===== config.mk =====
export PLATFORM = sky130hd
export DESIGN_NAME = mux21_arbiter
export DESIGN_NICKNAME = d
export VERILOG_FILES = /design/src/rtl/mux21_arbiter_pkg.sv /design/src/rtl/mux21_arbiter_mux21.sv /design/src/rtl/mux21_arbiter.sv
export SDC_FILE = /design/constraint.sdc
export NUM_CORES = 1
export LEC_CHECK = 0
export CAP_MARGIN = 0
export CORE_MARGIN = 4
export CORE_UTILIZATION = 45
export DETAILED_ROUTE_END_ITERATION = 6
export PLACE_DENSITY = 0.95
export REMOVE_ABC_BUFFERS = 1
export SKIP_CTS_REPAIR_TIMING = 1
export SYNTH_ARGS = -nofsm -noshare
export SYNTH_HDL_FRONTEND = slang
export SYNTH_HIERARCHICAL = 1
export SYNTH_SLANG_ARGS = --single-unit

===== constraint.sdc =====
create_clock -name clk -period 5.5 [get_ports clk]
set_clock_uncertainty 0.05 [all_clocks]
set_input_delay 1.1 -clock clk [delete_from_list [all_inputs] [get_ports clk]]
set_output_delay 1.1 -clock clk [all_outputs]
set_load 0.01 [all_outputs]

===== src/rtl/mux21_arbiter_pkg.sv =====
// Shared definitions for the two-requester round-robin mux arbiter.
// Latency: n/a (types and constants only).
// Backpressure: n/a.
package mux21_arbiter_pkg;

   // Arbiter ownership states; encodings are fixed so waveforms and
   // downstream debug tooling decode them consistently.
   typedef enum logic [1:0] {
      ST_IDLE = 2'd0,
      ST_G1   = 2'd1,
      ST_G2   = 2'd2
   } state_t;

   // Which requester most recently gave up the path. Reset value LAST_2
   // makes requester 1 win the first tie.
   typedef enum logic [1:0] {
      LAST_1 = 2'd1,
      LAST_2 = 2'd2
   } last_t;

   // Width of the hold counter for a given hold limit.
   function automatic int hold_cnt_w(input int max_hold);
      return (max_hold < 1) ? 1 : $clog2(max_hold + 1);
   endfunction

endpackage


===== src/rtl/mux21_arbiter_mux21.sv =====
// One-bit 2:1 mux slice: y = s ? d2 : d1.
// Latency: combinational.
// Backpressure: none.
// Ports: s (select), d1/d2 (data inputs), y (selected output).
module mux21 (
   input  logic s,
   input  logic d1,
   input  logic d2,
   output logic y
);

   assign y = s ? d2 : d1;

endmodule


===== src/rtl/mux21_arbiter.sv =====
// Round-robin arbiter sharing one WIDTH-bit 2:1 mux between two requesters.
// Latency: req sampled at edge n -> gnt/sel/valid at edge n+1; y follows sel combinationally.
// Backpressure: a holder keeps the path until it drops req or hits MAX_HOLD while the other waits.
// Ports:
//   clk, rst        single clock, synchronous active-high reset
//   req1, req2      requests, held high while using the path
//   d1, d2          requester data
//   gnt1, gnt2      registered one-hot-or-zero grants
//   sel             registered mux select (0=d1, 1=d2), kept in IDLE
//   y               sel ? d2 : d1
//   valid           gnt1 | gnt2
module mux21_arbiter
   import mux21_arbiter_pkg::*;
#(
   parameter int WIDTH    = 8,
   parameter int MAX_HOLD = 15
) (
   input  logic             clk,
   input  logic             rst,
   input  logic             req1,
   input  logic             req2,
   input  logic [WIDTH-1:0] d1,
   input  logic [WIDTH-1:0] d2,
   output logic             gnt1,
   output logic             gnt2,
   output logic             sel,
   output logic [WIDTH-1:0] y,
   output logic             valid
);

   localparam int CNT_W = hold_cnt_w(MAX_HOLD);
   localparam logic [CNT_W-1:0] HOLD_TOP = CNT_W'(MAX_HOLD - 1);
   localparam logic [CNT_W-1:0] CNT_ONE  = CNT_W'(1);

   state_t           state_q, state_nxt;
   last_t            last_q, last_nxt;
   logic [CNT_W-1:0] hold_cnt_q, hold_cnt_nxt;
   logic             sel_q, sel_nxt;

   // State register. rst wins over everything, including an active grant.
   always_ff @(posedge clk) begin
      if (rst) begin
         state_q    <= ST_IDLE;
         last_q     <= LAST_2;
         hold_cnt_q <= '0;
         sel_q      <= 1'b0;
      end else begin
         state_q    <= state_nxt;
         last_q     <= last_nxt;
         hold_cnt_q <= hold_cnt_nxt;
         sel_q      <= sel_nxt;
      end
   end

   // Next-state logic.
   always_comb begin
      state_nxt    = state_q;
      last_nxt     = last_q;
      hold_cnt_nxt = hold_cnt_q;

      case (state_q)
         ST_IDLE: begin
            hold_cnt_nxt = '0;
            if (req1 && req2) begin
               // Tie: favour whoever did not release most recently.
               state_nxt = (last_q == LAST_2) ? ST_G1 : ST_G2;
            end else if (req1) begin
               state_nxt = ST_G1;
            end else if (req2) begin
               state_nxt = ST_G2;
            end
         end

         ST_G1: begin
            if (!req1) begin
               state_nxt    = req2 ? ST_G2 : ST_IDLE;
               last_nxt     = LAST_1;
               hold_cnt_nxt = '0;
            end else if (req2 && (hold_cnt_q == HOLD_TOP)) begin
               state_nxt    = ST_G2;
               last_nxt     = LAST_1;
               hold_cnt_nxt = '0;
            end else if (req2 && (hold_cnt_q != HOLD_TOP)) begin
               // Only counts while the other side is waiting; never wraps.
               hold_cnt_nxt = hold_cnt_q + CNT_ONE;
            end
         end

         ST_G2: begin
            if (!req2) begin
               state_nxt    = req1 ? ST_G1 : ST_IDLE;
               last_nxt     = LAST_2;
               hold_cnt_nxt = '0;
            end else if (req1 && (hold_cnt_q == HOLD_TOP)) begin
               state_nxt    = ST_G1;
               last_nxt     = LAST_2;
               hold_cnt_nxt = '0;
            end else if (req1 && (hold_cnt_q != HOLD_TOP)) begin
               hold_cnt_nxt = hold_cnt_q + CNT_ONE;
            end
         end

         default: begin
            state_nxt    = ST_IDLE;
            hold_cnt_nxt = '0;
         end
      endcase

      // sel tracks the grant and keeps its value while idle.
      case (state_nxt)
         ST_G1:   sel_nxt = 1'b0;
         ST_G2:   sel_nxt = 1'b1;
         default: sel_nxt = sel_q;
      endcase
   end

   // Outputs decode the registered state only; no path from req to gnt.
   always_comb begin
      gnt1  = (state_q == ST_G1);
      gnt2  = (state_q == ST_G2);
      valid = (state_q == ST_G1) || (state_q == ST_G2);
      sel   = sel_q;
   end

   for (genvar i = 0; i < WIDTH; i++) begin : g_slice
      mux21 u_mux21 (
         .s  (sel_q),
         .d1 (d1[i]),
         .d2 (d2[i]),
         .y  (y[i])
      );
   end

endmodule

* After elaboration in Yosys (flattened, before gate mapping) *
Cells that the tools add are included.
W data, S select, Z words.

cells by class
  add/subtract/negate cells = 1
  $mul = 0
  divide/modulo/power cells = 0
  $lt $le $gt $ge = 0
  equal/unequal tests = 11
  shift operators = 0
  mux-type cells = 32
  bitwise operators = 0
  reductions and logical operators = 11

operators by type and width
  operator               number
  $mux W2                13
  $mux W4                6
  $mux W1                9
  $ne A4 B2 Y1 const B   2
  $pmux W4 S2            1
  $eq A2 B2 Y1 const B   3
  $ne A3 B2 Y1 const B   2
  $pmux W2 S3            1
  $logic_and A1 B1 Y1    5
  $add A4 B1 Y4 const B  1
  $eq A2 B1 Y1 const B   2
  $eq A4 B4 Y1 const B   1
  $ne A4 B4 Y1 const B   1
  $pmux W2 S2            1
  $reduce_bool A2 Y1     2
  $reduce_and A3 Y1      1
  $logic_not A2 Y1       1
  $pmux W1 S2            1
  $reduce_and A2 Y1      1
  $logic_or A1 B1 Y1     1

storage, ports and cells
  register bits = 9
  latch bits = 0
  RAM bits = 0
  memory bits (read-only) = 0
  input bits = 20
  output and inout bits = 12
  word-level logic and storage cells = 59
  memories = 0

* Depth between registers and ports, before layout *
  depth after elaboration = 7
  mapped depth = 9
  mapped depth without buffers = 9

* Modules after synthesis *
The synthesis kept the hierarchy.

by module, submodules not included
  module         times used  cells each  area each (um^2)  sequential area each (um^2)
  mux21_arbiter  1           74          659.4             180.2
  mux21          8           1           15.0              0.0

* Least setup slack after synthesis *
OpenSTA, ideal clock, no wires.

  path kind = input port to output port
  start = in d1[0]
  end = out y[0]
  arrival = 1.369 ns
  data required time = 4.350 ns
  setup slack = 2.981 ns
  stages on the path = 1
  buffers on the path = 0
  cell sequence = mux2_4

between the ends
  cells in the longest elaborated chain, start to end = 1

RTL lines
  item             line                       RTL
  start, declared  mux21_arbiter.sv:22        input logic [WIDTH-1:0] d1,
  $mux W1          mux21_arbiter_mux21.sv:12  assign y = s ? d2 : d1;
  end, declared    mux21_arbiter.sv:27        output logic [WIDTH-1:0] y,

Every way passes these cells.

* Final worst setup path *
  start = in d2[1]
  end = out y[1]

between the ends
  cells in the longest elaborated chain, start to end = 1

RTL lines
  item             line                       RTL
  start, declared  mux21_arbiter.sv:23        input logic [WIDTH-1:0] d2,
  $mux W1          mux21_arbiter_mux21.sv:12

Every way passes these cells.

==> impl_metrics.json <==
{
  "outcome": "complete, no violations",
  "multiInputGateArea_um2": 554,
  "critPathLaunchType": "input port",
  "p_leak_nw": 0.451,
  "cts_inserted_buffers": 3,
  "crit_end": "y[1]",
  "vdd.ir_drop.worst_mv": 0.149,
  "port-buffer-count": 31,
  "finish.cell_count_without_fillers": 130,
  "timing.final.crit_share": 0.620,
  "clock_sink_count": 9,
  "utilization": 0.705,
  "power.share.combinational": 0.497,
  "seq_power_share": 0.312,
  "synth.top_cells.by_area": "dfxtp_1 23%, mux2_4 15%, ha_1 11%, buf_6 2.9%, mux2i_1 2.6%",
  "ioPinCount": 32,
  "grt_usage": 0.183,
  "avgSynthCellArea_um2": 9.51,
  "1st_pass_router_iterations": 4,
  "synth.top_cell.area_share": 0.231,
  "post_route_cells_drive_above_1_share": 0.167,
  "layout_commonest_cell": "clkdlybuf4s50_1",
  "layout.area.seq_um2": 180,
  "grt_max_degree": 14,
  "clockPowerShare": 0.191,
  "max_slew.worst_pin.slew_ps": 538,
  "switching_power_mw": 0.0953,
  "ys_seq_elements": 9,
  "dieHeight_um": 49.6,
  "number_of_global_route_vias_before_repair": 740,
  "post_dp_cell_area_um2": 1080,
  "filler_cell_count_in_the_final_layout": 115,
  "total_standard_cell_area_after_synthesis_um2": 779,
  "wl_per_cell_um": 16.3,
  "grt_pass1_wl_mm": 3.39,
  "final_cell_mix": "31 x clkdlybuf4s50_1, 9 x dfxtp_1, 8 x mux2_4, 7 x ha_1, 5 x inv_1",
  "powerDensity_nw_per_um2": 247,
  "clock.fmax_mhz": 293,
  "cts_buffer_depth": 2,
  "period_minus_slack_ps": 3410,
  "fp-row-count": 14,
  "synthDistinctLibCells": 38,
  "cp-end-kind": "primary output",
  "fin_tns_setup_ps": 0,
  "synth.largest_area_cell": "dfxtp_1",
  "synth_enable_flop_cells": 0,
  "worst-path-stages": 3,
  "maxCapViolations": 0,
  "dominantRegCellSynth": "dfxtp_1",
  "antenna-diode-count": 0,
  "die_w_um": 49.6,
  "rrSetupSlack_ps": 3470,
  "worst_path_maximum_fanout": 1,
  "internal_power_mw": 0.179,
  "insertion_delay_ps": 270,
  "timing_worst_setup_path_type": "in2out",
  "drt_iter0_drc": 17,
  "ys_seq_area_frac": 0.231,
  "htree_levels": 1,
  "grt_antenna_before_repair": 0,
  "post_synth_inst_count": 82,
  "crit_required_ps": 4350,
  "core_area_um2": 1580,
  "worst_r2r_startpoint": "hold_cnt_q[0]",
  "cts_tree": "built",
  "worst_path_largest_cell_delay_ps": 490,
  "area.growth.synth_to_final_pct": 42.5,
  "cp-startpoint": "d2[1]",
  "start_util": 0.494,
  "hold_path.class": "reg2reg",
  "timing.critical_path.buf_inv": 2,
  "synthArstFlopShare": 0,
  "count_of_endpoints_failing_hold_in_the_final_timing_report": 0,
  "reg2reg_depth": 8,
  "worstPathCellList": "clkdlybuf4s50_1, mux2_4, clkdlybuf4s50_1",
  "final_design_area_no_fill_um2": 1110,
  "route.detailed.drc": 0,
  "final_setup_violation_count": 0,
  "place_congestion": 0.866,
  "total_number_of_yosys_warnings": 6,
  "root_buffer": "clkbuf_4",
  "path_clk_slew_ps": 70,
  "slew_violations": 0,
  "die_area_um2": 2460,
  "setup_repair_after_global_routing_missed_its_margin": "no",
  "r2r_end": "sel",
  "critPathMostFrequentCell": "clkdlybuf4s50_1",
  "cpLargestDelayFamily": "buffers and inverters",
  "dp_hpwl_mm": 1.74,
  "critical_path_arrival_ps": 2260,
  "placed_cells_incl_taps": 126,
  "slowest_stage": "clkdlybuf4s50_1",
  "timing.max_slew.rel_slack": 0.641,
  "drt.antenna.violating_nets": 0,
  "netSwitchingFraction": 0.348,
  "globalRouteOverflowTotal": 0,
  "vias": 735,
  "layout.nets": 142,
  "avgViaCountPerCell": 5.65,
  "hold_slack_ps": 453,
  "totalWireLength_mm": 2.12
}
-- cell usage after synthesis, types with 2 or more instances --
cell	instances
a211oi_1	2
a21oi_1	3
and4_1	2
buf_6	2
dfxtp_1	9
ha_1	7
inv_1	5
mux2_4	8
mux2i_1	2
nand2_1	3
nand3_1	3
nor2_1	3
nor3_1	3
o21ai_0	3
o221ai_1	2
or2_1	2
xor2_1	2
-- worst min-delay path by stage --
stage | cells past startpoint | slack [ps] | from | endpoint
6_report | 2 | 450 | last_q[0] | last_q[0]
5_1_grt | 2 | 490 | last_q[0] | last_q[0]
4_1_cts | 2 | 450 | last_q[0] | last_q[0]
3_5_place_dp | 2 | 440 | last_q[0] | last_q[0]
3_3_place_gp | 2 | 420 | last_q[0] | last_q[0]
2_1_floorplan | 2 | 390 | last_q[0] | last_q[0]
-- logic make-up (layout without fill, tap and decap cells) --
group,after synthesis,count (layout),synth area share
buffers and inverters,8,40,0.0578
adder cells (fa/ha/maj),7,7,0.112
AND/OR/NAND/NOR,26,26,0.204
XOR/XNOR,3,3,0.0337
flip-flops,9,9,0.231
multiplexers,10,10,0.180
AO/OA/AOI/OAI,19,19,0.181
-- through the flow --
step,worst slack (ps),power (mW)
2_1_floorplan,2980,0.162
3_3_place_gp,2110,0.216
3_5_place_dp,2070,0.223
4_1_cts,2070,0.277
5_1_grt,2060,0.292
6_report,2090,0.274
-- flip-flops by register name, summed over array words and instances, names as in the netlist --
signal and cells:
hold_cnt_q 4, state_q 2, last_q 2, sel 1
-- layer usage --
layer | global-route usage | up-vias | share of wire
met2 | 0.355 | 15 | 0.60
met4 | 0.111 | 0 | 0.0099
met5 | 0 | - | 0
met3 | 0.0301 | 2 | 0.030
li1 | - | 367 | -
met1 | 0.175 | 351 | 0.36
-- power by group through the flow --
stage	logic (mW)	clock network, mW	registers, mW
floorplan	0.0773	0	0.0850
global placement	0.130	0	0.0862
detailed placement	0.136	0	0.0873
CTS	0.136	0.0555	0.0858
global route	0.147	0.0583	0.0876
finish	0.136	0.0523	0.0857
-- tightest hold or removal path, delay by kind of cell (launching register included) --
family | cells | cell delay (ps)
flops | 1 | 310
compound gates | 2 | 150
-- area by class of cell --
cell class,instances,area share
Clock buffer,3,0.0203
Clock inverter,1,0.00450
Inverter,5,0.0169
Multi-Input combinational cell,65,0.499
Sequential cell,9,0.162
Tap cell,16,0.0180
Timing Repair Buffer,31,0.279
No activity file was read; power rests on OpenSTA's default activity.
